[src/rtl/osd_dii_pkg.sv]
// Shared types for the DII packet buffer: flit layout and input framing states.
// Latency: n/a (types and constants only).
// Backpressure: n/a.
package osd_dii_pkg;

  localparam int DII_DATA_W = 16;

  typedef struct packed {
    logic [DII_DATA_W-1:0] data;
    logic                  first;
    logic                  last;
  } dii_flit_t;

  typedef enum logic {
    IDLE = 1'b0,
    PKT  = 1'b1
  } dii_frame_state_e;

endpackage

[src/rtl/osd_dii_buf_mem.sv]
// Flit storage for the packet buffer: DEPTH x dii_flit_t simple dual-port RAM, no reset.
// Latency: write lands on the clock edge; read is combinational from rd_addr.
// Backpressure: none; the owner guarantees it never writes a slot that is still unread.
module osd_dii_buf_mem
  import osd_dii_pkg::*;
#(
  parameter int DEPTH  = 8,
  parameter int ADDR_W = $clog2(DEPTH)
) (
  input  logic              clk,
  input  logic              wr_en,
  input  logic [ADDR_W-1:0] wr_addr,
  input  dii_flit_t         wr_flit,
  input  logic [ADDR_W-1:0] rd_addr,
  output dii_flit_t         rd_flit
);

  dii_flit_t mem_q [DEPTH];

  // Store the accepted flit in its slot.
  always_ff @(posedge clk) begin
    if (wr_en) begin
      mem_q[wr_addr] <= wr_flit;
    end
  end

  assign rd_flit = mem_q[rd_addr];

endmodule

[src/rtl/osd_dii_packet_buffer.sv]
// Store-and-forward DII flit buffer; drops flits outside a first..last frame. Status ports: OSD_DII_BUF_STATUS_EN.
// Latency: last flit accepted in cycle N -> out_valid in cycle N+1; then 1 flit/cycle.
// Backpressure: in_ready = !full (no same-cycle bypass); out_valid holds with stable data until out_ready.
module osd_dii_packet_buffer
  import osd_dii_pkg::*;
#(
  parameter int DEPTH = 8
) (
  input  logic                  clk,
  input  logic                  rst_n,
  input  logic [DII_DATA_W-1:0] in_data,
  input  logic                  in_first,
  input  logic                  in_last,
  input  logic                  in_valid,
  output logic                  in_ready,
  output logic [DII_DATA_W-1:0] out_data,
  output logic                  out_first,
  output logic                  out_last,
  output logic                  out_valid,
  input  logic                  out_ready
`ifdef OSD_DII_BUF_STATUS_EN
  ,
  output logic [$clog2(DEPTH):0]     occupancy,
  output logic [$clog2(DEPTH+1)-1:0] pkt_count
`endif
);

  localparam int ADDR_W = $clog2(DEPTH);
  localparam int CNT_W  = $clog2(DEPTH+1);

  logic [ADDR_W:0]  wr_ptr, wr_ptr_nxt;
  logic [ADDR_W:0]  rd_ptr, rd_ptr_nxt;
  logic [CNT_W-1:0] pkt_cnt, pkt_cnt_nxt;
  logic             flush, flush_nxt;
  dii_frame_state_e state, state_nxt;

  logic      empty, full;
  logic      in_fire, wr_en, rd_en;
  logic      cnt_inc, cnt_dec;
  dii_flit_t wr_flit, rd_flit;

  // Wrap bit (MSB) distinguishes full from empty when the slot addresses match.
  assign empty = (wr_ptr == rd_ptr);
  assign full  = (wr_ptr[ADDR_W-1:0] == rd_ptr[ADDR_W-1:0]) && (wr_ptr[ADDR_W] != rd_ptr[ADDR_W]);

  assign in_ready = !full;
  assign in_fire  = in_valid && in_ready;
  // Flits arriving outside a frame are accepted but never stored.
  assign wr_en    = in_fire && ((state == PKT) || in_first);

  // Output is released only for complete packets, or when an oversize packet forces a flush.
  assign out_valid = !empty && ((pkt_cnt != '0) || flush);
  assign rd_en     = out_valid && out_ready;

  assign wr_flit   = '{data: in_data, first: in_first, last: in_last};
  assign out_data  = rd_flit.data;
  assign out_first = rd_flit.first;
  assign out_last  = rd_flit.last;

  assign cnt_inc = wr_en && in_last;
  assign cnt_dec = rd_en && rd_flit.last;

  // Next-state for pointers, framing FSM, packet count and flush flag.
  always_comb begin
    wr_ptr_nxt  = wr_ptr;
    rd_ptr_nxt  = rd_ptr;
    pkt_cnt_nxt = pkt_cnt;
    state_nxt   = state;

    if (wr_en) wr_ptr_nxt = wr_ptr + (ADDR_W+1)'(1);
    if (rd_en) rd_ptr_nxt = rd_ptr + (ADDR_W+1)'(1);

    case ({cnt_inc, cnt_dec})
      2'b10:   pkt_cnt_nxt = pkt_cnt + CNT_W'(1);
      2'b01:   pkt_cnt_nxt = pkt_cnt - CNT_W'(1);
      default: pkt_cnt_nxt = pkt_cnt;
    endcase

    if (in_fire) begin
      if (state == IDLE) begin
        if (in_first && !in_last) state_nxt = PKT;
      end else if (in_last) begin
        state_nxt = IDLE;
      end
    end

    // A packet that fills the whole buffer can never complete; stream it out until its last flit.
    flush_nxt = (flush && !cnt_dec) || (full && (pkt_cnt == '0));
  end

  // Control state registers.
  always_ff @(posedge clk or negedge rst_n) begin
    if (!rst_n) begin
      wr_ptr  <= '0;
      rd_ptr  <= '0;
      pkt_cnt <= '0;
      flush   <= 1'b0;
      state   <= IDLE;
    end else begin
      wr_ptr  <= wr_ptr_nxt;
      rd_ptr  <= rd_ptr_nxt;
      pkt_cnt <= pkt_cnt_nxt;
      flush   <= flush_nxt;
      state   <= state_nxt;
    end
  end

`ifdef OSD_DII_BUF_STATUS_EN
  // Status mirrors the state the buffer holds after this cycle's transfers.
  always_ff @(posedge clk or negedge rst_n) begin
    if (!rst_n) begin
      occupancy <= '0;
      pkt_count <= '0;
    end else begin
      occupancy <= wr_ptr_nxt - rd_ptr_nxt;
      pkt_count <= pkt_cnt_nxt;
    end
  end
`endif

  osd_dii_buf_mem #(
    .DEPTH  (DEPTH),
    .ADDR_W (ADDR_W)
  ) u_mem (
    .clk     (clk),
    .wr_en   (wr_en),
    .wr_addr (wr_ptr[ADDR_W-1:0]),
    .wr_flit (wr_flit),
    .rd_addr (rd_ptr[ADDR_W-1:0]),
    .rd_flit (rd_flit)
  );

endmodule
[config.mk]
export PLATFORM = sky130hd
export DESIGN_NAME = osd_dii_packet_buffer
export DESIGN_NICKNAME = d
export VERILOG_FILES = /design/src/rtl/osd_dii_pkg.sv /design/src/rtl/osd_dii_buf_mem.sv /design/src/rtl/osd_dii_packet_buffer.sv
export SDC_FILE = /design/constraint.sdc
export NUM_CORES = 1
export LEC_CHECK = 0
export CAP_MARGIN = 20
export CORE_UTILIZATION = 45
export CTS_CLUSTER_DIAMETER = 200
export DETAILED_ROUTE_END_ITERATION = 7
export HOLD_SLACK_MARGIN = 0.06
export PLACE_DENSITY = 0.61
export SLEW_MARGIN = 20
export SYNTH_ARGS = -nofsm -noshare
export SYNTH_HDL_FRONTEND = slang
export SYNTH_SLANG_ARGS = --single-unit
[constraint.sdc]
create_clock -name clk -period 6.65 [get_ports clk]
set_input_delay 1.33 -clock clk [delete_from_list [all_inputs] [get_ports clk]]
set_output_delay 1.33 -clock clk [all_outputs]
set_load 0.03 [all_outputs]
# Word level (Yosys, flattened, before mapping)
# Memory sizes are Yosys's and may differ from the RTL's.
# Index checks and enable logic that the tools add are counted.
dict set report word_totals {
  register_bits 14
  latch_bits 0
  mem_bits_rw 144
  rom_bits 0
  in_bits 22
  word_cells 41
  mem_count 1
}
# name words word_bits rd rd_ports_with_merged_regs wr line_no
set mem_list {}
lappend mem_list {u_mem.mem_q 8 18 1 0 1 osd_dii_buf_mem.sv:18} ;# dii_flit_t mem_q [DEPTH];
dict set report op_classes {
  add_sub_neg 4
  multipliers 0
  div 0
  order_cmp 0
  n_eq_ne 5
  shift 0
  mux 6
  bitwise_logic 0
  n_reduce_logical 20
}
# op count
set op_table {}
lappend op_table {{$add 4x1->4 const B} 3}
lappend op_table {{$logic_and 1x1->1} 10}
lappend op_table {{$pmux 4 s2} 1}
lappend op_table {{$mux 1} 5}
lappend op_table {{$eq 4x4->1} 1}
lappend op_table {{$logic_not 1->1} 4}
lappend op_table {{$logic_not 4->1} 1}
lappend op_table {{$reduce_bool 4->1} 1}
lappend op_table {{$sub 4x1->4 const B} 1}
lappend op_table {{$eq 3x3->1} 1}
lappend op_table {{$logic_or 1x1->1} 3}
lappend op_table {{$eq 2x1->1 const B} 1}
lappend op_table {{$eq 2x2->1 const B} 1}
lappend op_table {{$reduce_bool 2->1} 1}
lappend op_table {{$ne 1x1->1} 1}

# Longest topological paths before layout
dict set report logic_depth {
  depth_word 8
  ltp_mapped 12
}

# Modules after synthesis
# Synthesis repeated with hierarchy kept, for this count alone.
dict set report unflattened {
  cells_unflattened 304
  area_unflattened_um2 6481.2
}
# mod instances cells_each area_each_um2 seq_area_each_um2
set by_module_without_submodules {}
lappend by_module_without_submodules {osd_dii_buf_mem 1 221 5604.1 4324.1}
lappend by_module_without_submodules {osd_dii_packet_buffer 1 83 877.1 350.3}

# Least setup slack after synthesis
# No wires, ideal clock.
dict set report synth_timing {
  kind {input port to flip-flop}
  from {in in_first}
  to {mem u_mem.mem_q[0][0] (netlist name), enable pin}
  setup_ns 0.439
  arrival_ns 3.428
  path_slack_ns 2.783
  stages 3
  n_path_buf 0
  path_cell_list {or2_2 -> nand3_1 -> nor4_1}
}
dict set report synth_between {
  elab_chain_cells 4
}
# item line_no
set synth_rtl {}
lappend synth_rtl {{from (decl)} osd_dii_packet_buffer.sv:12} ;# input logic in_first,
lappend synth_rtl {{$logic_or 1x1->1} osd_dii_packet_buffer.sv:49} ;# assign wr_en = in_fire && ((state == PKT) || in_first);
lappend synth_rtl {{$logic_and 1x1->1} osd_dii_packet_buffer.sv:49}
lappend synth_rtl {{$mux 1} osd_dii_buf_mem.sv:22} ;# if (wr_en) begin
lappend synth_rtl {{$mux 1 (not written as such)} osd_dii_buf_mem.sv:23} ;# mem_q[wr_addr] <= wr_flit;
lappend synth_rtl {{to (decl)} osd_dii_buf_mem.sv:18}
# No other way between the ends.

# Worst setup path in the final report
dict set report layout_timing {
  from {reg rd_ptr[0]}
  to {out out_data[12]}
}
dict set report layout_between {
  elab_chain_cells 1
}
# item line_no
set layout_rtl {}
lappend layout_rtl {{from (decl)} osd_dii_packet_buffer.sv:32} ;# logic [ADDR_W:0] rd_ptr, rd_ptr_nxt;
lappend layout_rtl {{from (signal assigned)} osd_dii_packet_buffer.sv:101} ;# rd_ptr <= rd_ptr_nxt;
lappend layout_rtl {{$mem_v2 8x18} --}
lappend layout_rtl {{to (decl)} osd_dii_packet_buffer.sv:16} ;# output logic [DII_DATA_W-1:0] out_data,
# No other way between the ends.

==> impl_metrics.json <==
{
  "post_cts_buffers": 0,
  "worst_clock_skew_ns": 0.00781,
  "clock_sinks": 158,
  "routed_wl_um": 11100,
  "setup_viol": 0,
  "rsz0062_at_grt": "false",
  "drt_iter0_markers": 257,
  "required_ns": 5.32,
  "dpl_worst_slack_ns": 2.47,
  "worstPathCellList": "buf_4, mux4_2, mux2_2, clkdlybuf4s50_1",
  "vias": 2864,
  "cp-start-kind": "register",
  "synth_top_area_cell": "edfxtp_1",
  "ir_drop_uv": 244,
  "end_kind": "primary output",
  "path_class": "register to primary output",
  "ys.flop_type": "edfxtp_1",
  "synth_warnings": 0,
  "setup_ws_ns": 2.12,
  "ant_nets": 0,
  "cap_viol_max_count": 0,
  "async_reset_ff_frac": 0.0886,
  "antenna_found_initial": 0,
  "grt_overflow_total": 0,
  "wire_per_inst_um": 20.8,
  "ys_seq_area_frac": 0.748,
  "syn-cell-area_mm2": 0.00625,
  "drv_slew": 0,
  "tightestPinTransition_ns": 1.03,
  "viasPerCell": 5.36,
  "crit_path_top_delay_cell": "dfrtp_2",
  "fin_crit_sh": 0.681,
  "clk_latency_ns": 0.42,
  "synthesis.nets": 320,
  "grt_max_degree": 24,
  "setup_tns_ns": 0,
  "cp_max_fo": 23,
  "port-buffer-count": 41,
  "htreeDepth": 4,
  "synth.area.top_cells": "edfxtp_1 (69%), mux4_2 (13%), dfrtp_1 (5.6%), mux2_2 (3.2%), ha_1 (1.0%)",
  "fillers": 1028,
  "dieArea_mm2": 0.0144,
  "hpwl_um": 6470,
  "max_slew_margin": 0.310,
  "boundaryPins": 42,
  "gp_congestion": 0.725,
  "layout.nets": 373,
  "hp-class": "register to register",
  "grt_use_total": 0.174,
  "cts_root_buf": "clkbuf_16",
  "hold_violations": 0,
  "syn_to_final_growth_pct": 19.3,
  "yosysMostFrequentCell": "edfxtp_1",
  "synth_edf_count": 144,
  "status": "finished clean",
  "start_util": 0.466,
  "num_rows": 42,
  "ys_types": 36,
  "slowest_delay_ns": 0.86,
  "ys_ff_latch": 158,
  "dr.pass1.iters": 4,
  "yosys-top-cells-count": "edfxtp_1 (144), mux4_2 (36), mux2_2 (18)",
  "power.density_mw_per_mm2": 466,
  "syn_area_per_cell_um2": 21.4,
  "dieHeight_um": 120,
  "cts.clk_slew.worst_paths_ns": 0.06,
  "cts_hold_buffers": 0,
  "final.min_clock_period_ns": 4.53,
  "synthCells": 292,
  "cts_buffer_depth": 2,
  "grt_pass1_vias": 3124,
  "drc": 0,
  "cts-resized-gates": 0,
  "arrival_ns": 3.20,
  "layout-drive-gt1-share": 0.268,
  "core_mm2": 0.0134,
  "p_leak_uw": 0.00247,
  "antenna_cells": 0,
  "die_w_um": 120,
  "cts_buffers": 17,
  "max_freq_mhz": 221,
  "grt_pass1_wl_um": 17700,
  "tritoncts": "built",
  "synth_top_area_frac": 0.692
}
==> cells by family after synthesis <==
logic type,count (synthesis),synth area share
AOI/OAI and AO/OA,6,0.00601
xor gates and xnor gates,13,0.0182
adders and majority gates,6,0.0132
buffers and inverters,22,0.0170
DFF,158,0.748
muxes,58,0.170
and+or+nand+nor,29,0.0274
==> metal layers <==
metal  track usage  vias up  wire [µm]
met4        0.0750        0        171
met2         0.264       45       5470
met5             0        -          0
li1              -     1300          -
met3        0.0375       13        278
met1         0.244     1506       5210
==> sequential cells by signal, summed over array words and instances, names as in the netlist <==
register / flops
wr_ptr: 4
state: 1
u_mem.mem_q: 144
pkt_cnt: 4
rd_ptr: 4
flush: 1
==> layout by cell type, fill, tap and decap left out, types with 2 or more instances in the layout <==
cell type and instances:
nand2_1 4, mux2i_1 2, dfrtp_1 13, nor2_1 5, buf_4 8, inv_1 7
clkdlybuf4s50_1 41, clkbuf_1 6, mux4_2 36, edfxtp_1 144, or4_1 2, xnor2_1 6
xor2_1 7, and4_1 2, bufinv_16 2, nor4_2 3, nand4_1 2, nand3_1 2
nor3b_1 2, ha_1 5, mux2_2 18, clkinv_2 4, clkbuf_16 17
==> power breakdown <==
part | switching (µW) | internal, µW
combinational | 585 | 591
sequential | 145 | 1230
clock | 359 | 559
==> final timing paths <==
check	start	to	slack (ns)	depth (start not counted)
setup reg to reg	rd_ptr[1]	pkt_cnt[3]	3.09	9
hold reg to reg	pkt_cnt[3]	pkt_cnt[3]	0.47	1
max in group asynchronous	rst_n	rd_ptr[0]	4.83	1
setup / recovery	rd_ptr[0]	out_data[12]	2.12	4
hold / removal	pkt_cnt[3]	pkt_cnt[3]	0.47	1
min in group asynchronous	rst_n	flush	1.33	1
==> critical path, delay by kind of cell (launching register included) <==
| kind | cells | cell delay, ns |
|---|---|---|
| buffers and inverters | 2 | 1.08 |
| DFF | 1 | 0.86 |
| muxes | 2 | 0.83 |
==> layout make-up <==
class / instances / area [µm²] / area share
Multi-Input combinational cell: 112 / 1500 / 0.202
Clock inverter: 8 / 91.3 / 0.0123
Timing Repair Buffer: 49 / 470 / 0.0632
Sequential cell: 158 / 4680 / 0.628
Clock buffer: 24 / 462 / 0.0620
Tap cell: 176 / 220 / 0.0296
Inverter: 7 / 26.3 / 0.00353
==> metrics by stage <==
stage | std cells | util | hold slack [ns] | total power [µW] | area [µm²]
after floorplan | 292 | - | 0.440 | 2210 | 6250
after global placement | 502 | 0.514 | 0.467 | 2570 | 6890
after detailed placement | 502 | 0.514 | 0.464 | 2590 | 6890
after CTS | 534 | 0.555 | 0.477 | 3510 | 7440
after global routing | 534 | 0.556 | 0.496 | 3630 | 7450
final | 534 | 0.556 | 0.469 | 3470 | 7450
Power figures use the tool's default switching activity.
==> patch (config.mk and constraints unchanged) <==
The option `OSD_DII_BUF_STATUS_EN` is turned on by a define.
--- a/src/rtl/osd_dii_packet_buffer.sv
+++ b/src/rtl/osd_dii_packet_buffer.sv
@@ -1,6 +1,8 @@
 // Store-and-forward DII flit buffer; drops flits outside a first..last frame. Status ports: OSD_DII_BUF_STATUS_EN.
 // Latency: last flit accepted in cycle N -> out_valid in cycle N+1; then 1 flit/cycle.
 // Backpressure: in_ready = !full (no same-cycle bypass); out_valid holds with stable data until out_ready.
+`define OSD_DII_BUF_STATUS_EN
+
 module osd_dii_packet_buffer
   import osd_dii_pkg::*;
 #(
Check against the original RTL (old outputs only; new: occupancy and pkt_count): equivalent (Yosys induction, for registers that start in step).
==> patch against the original RTL <==
  * Routed wire length grew 11%
  * Area after synthesis grew 5.0%
  * Via count grew 8.9%
  * Design area grew 6.1%
  * Global-route usage grew 0.73 points
  * Critical path depth is the same
  * Total power grew 15%
  * Worst setup slack lost 0.014 ns
  * Sequential cell count grew 4
  * Critical endpoint is now out_data[10]
  * Largest cell class unchanged
==> patch: results (changes against the original RTL) <==
outcome: "complete, no violations"
port_buffers: 49  # +20%
antenna_found_initial: 0  # unchanged
fin_crit_sh_pct: 68.3  # +0.22 points
grtUsageTotal_pct: 18.1  # +0.73 points
drt-total-wl_um: 12300  # +11%
fin_util_pct: 56.3  # +0.70 points
leakagePower_nw: 2.66  # +7.5%
r2r_cells: 12  # +3
synth_fa_ha_area_share_pct: 1.83  # +0.51 points
synth-compound-area-share_pct: 1.68  # +1.1 points
startpoint: "rd_ptr[0]"
holdWs_ns: 0.495  # +0.0262 ns
viasPerCell: 5.49  # +2.4%
drtPass1Iterations: 4  # unchanged
yosys.area_share.xor_xnor_pct: 2.78  # +0.96 points
numCtsBuffers: 17  # unchanged
yosysSeqAreaShare_pct: 72.8  # -2.1 points
synth.distinct_cells: 44  # +22%
critPathArrivalTime_ns: 3.21  # about the same
r2r_slack_ns: 3.26  # +0.17 ns
dpl-instance-area_mm2: 0.00731  # +6.1%
grt_pass1_wl_um: 18600  # +5.1%
largest_reg_flops: 144  # unchanged
max_slew_margin_pct: 32.5  # +1.5 points
num-nets-final: 406  # +8.8%
placedCellCount: 536  # +6.8%
yosys-top-cells-area: "edfxtp_1, mux4_2, dfrtp_1, mux2_2, ha_1"
cts_setup_buffers: 0  # unchanged
critPathCapture: "out_data[10]"
h-tree-depth: 4  # unchanged
dp_hpwl_um: 7270  # +12%
synthTopCellsByCount: "edfxtp_1, mux4_2, mux2_2"
drtIter0Drc: 188  # -27%
synthMuxAreaShare_pct: 16.1  # -0.91 points
wl_per_cell_um: 21.7  # +4.0%
r2r_start: "rd_ptr[1]"
nFillCells: 1057  # +2.8%
fin_skew_ns: 0.0105  # +0.00270 ns
syn-num-nets: 339  # +5.9%
grt_max_degree: 41  # +71%
layout-drive-gt1-share_pct: 30.7  # +3.9 points
critPathMaxFanout: 20  # -13%
peakVddDrop_v: 0.000218  # -11%
gp_congestion: 0.712  # -1.8%
synthCells: 308  # +5.5%
place_ws_ns: 2.50  # +0.0275 ns
cts_root_buf: "clkbuf_16"
diodes: 0  # unchanged
r2r_end: "occupancy[3]"
grt_pass1_vias: 3272  # +4.7%
async_flop_share_pct: 11.1  # +2.3 points
[patch: power breakdown]
part           total [mW]  switching [mW]  internal, mW
logic                1.57           0.819         0.749
clock network       0.985           0.419         0.565
registers            1.42           0.139          1.28
total                3.98            1.38          2.60
[patch: cell type report]
cell class	instances	share of cell area (%)
timing repair buffer	61	7.34
tap	180	2.85
inverter	7	0.332
clock inverter	15	2.20
clock buffer	17	5.38
sequential	162	60.4
multi-input combinational	126	21.5
[patch: worst min-delay path by stage]
stage / cells past startpoint / endpoint / from
after CTS: 1 / wr_ptr[3] / wr_ptr[3]
after floorplan: 1 / wr_ptr[3] / wr_ptr[3]
final: 1 / rd_ptr[3] / rd_ptr[3]
after detailed placement: 1 / rd_ptr[3] / rd_ptr[3]
after global placement: 1 / wr_ptr[3] / wr_ptr[3]
after global routing: 1 / wr_ptr[3] / wr_ptr[3]
[patch: cells by family (layout without fill, tap and decap cells)]
family	count (synthesis)	count (layout)
flops	162	162
mux	57	57
simple gates	28	28
xor+xnor	20	20
buf+inv	20	100
compound gates	12	12
fa+ha+maj	9	9
[patch: layer usage]
metal / routed length [um] / share of wire, % / vias up / track usage [%]
met5: 0 / 0 / - / 0
met4: 153 / 1.2 / 0 / 7.55
met3: 444 / 3.6 / 11 / 4.51
met2: 6370 / 52 / 65 / 29.6
met1: 5350 / 43 / 1661 / 23.2
li1: - / - / 1381 / -
[patch: worst max-delay path, stage by stage (launching register included)]
cell and delay [ns]:
dfrtp_2 0.81, buf_4 0.50, mux4_2 0.56, mux2_2 0.30, clkdlybuf4s50_1 0.60
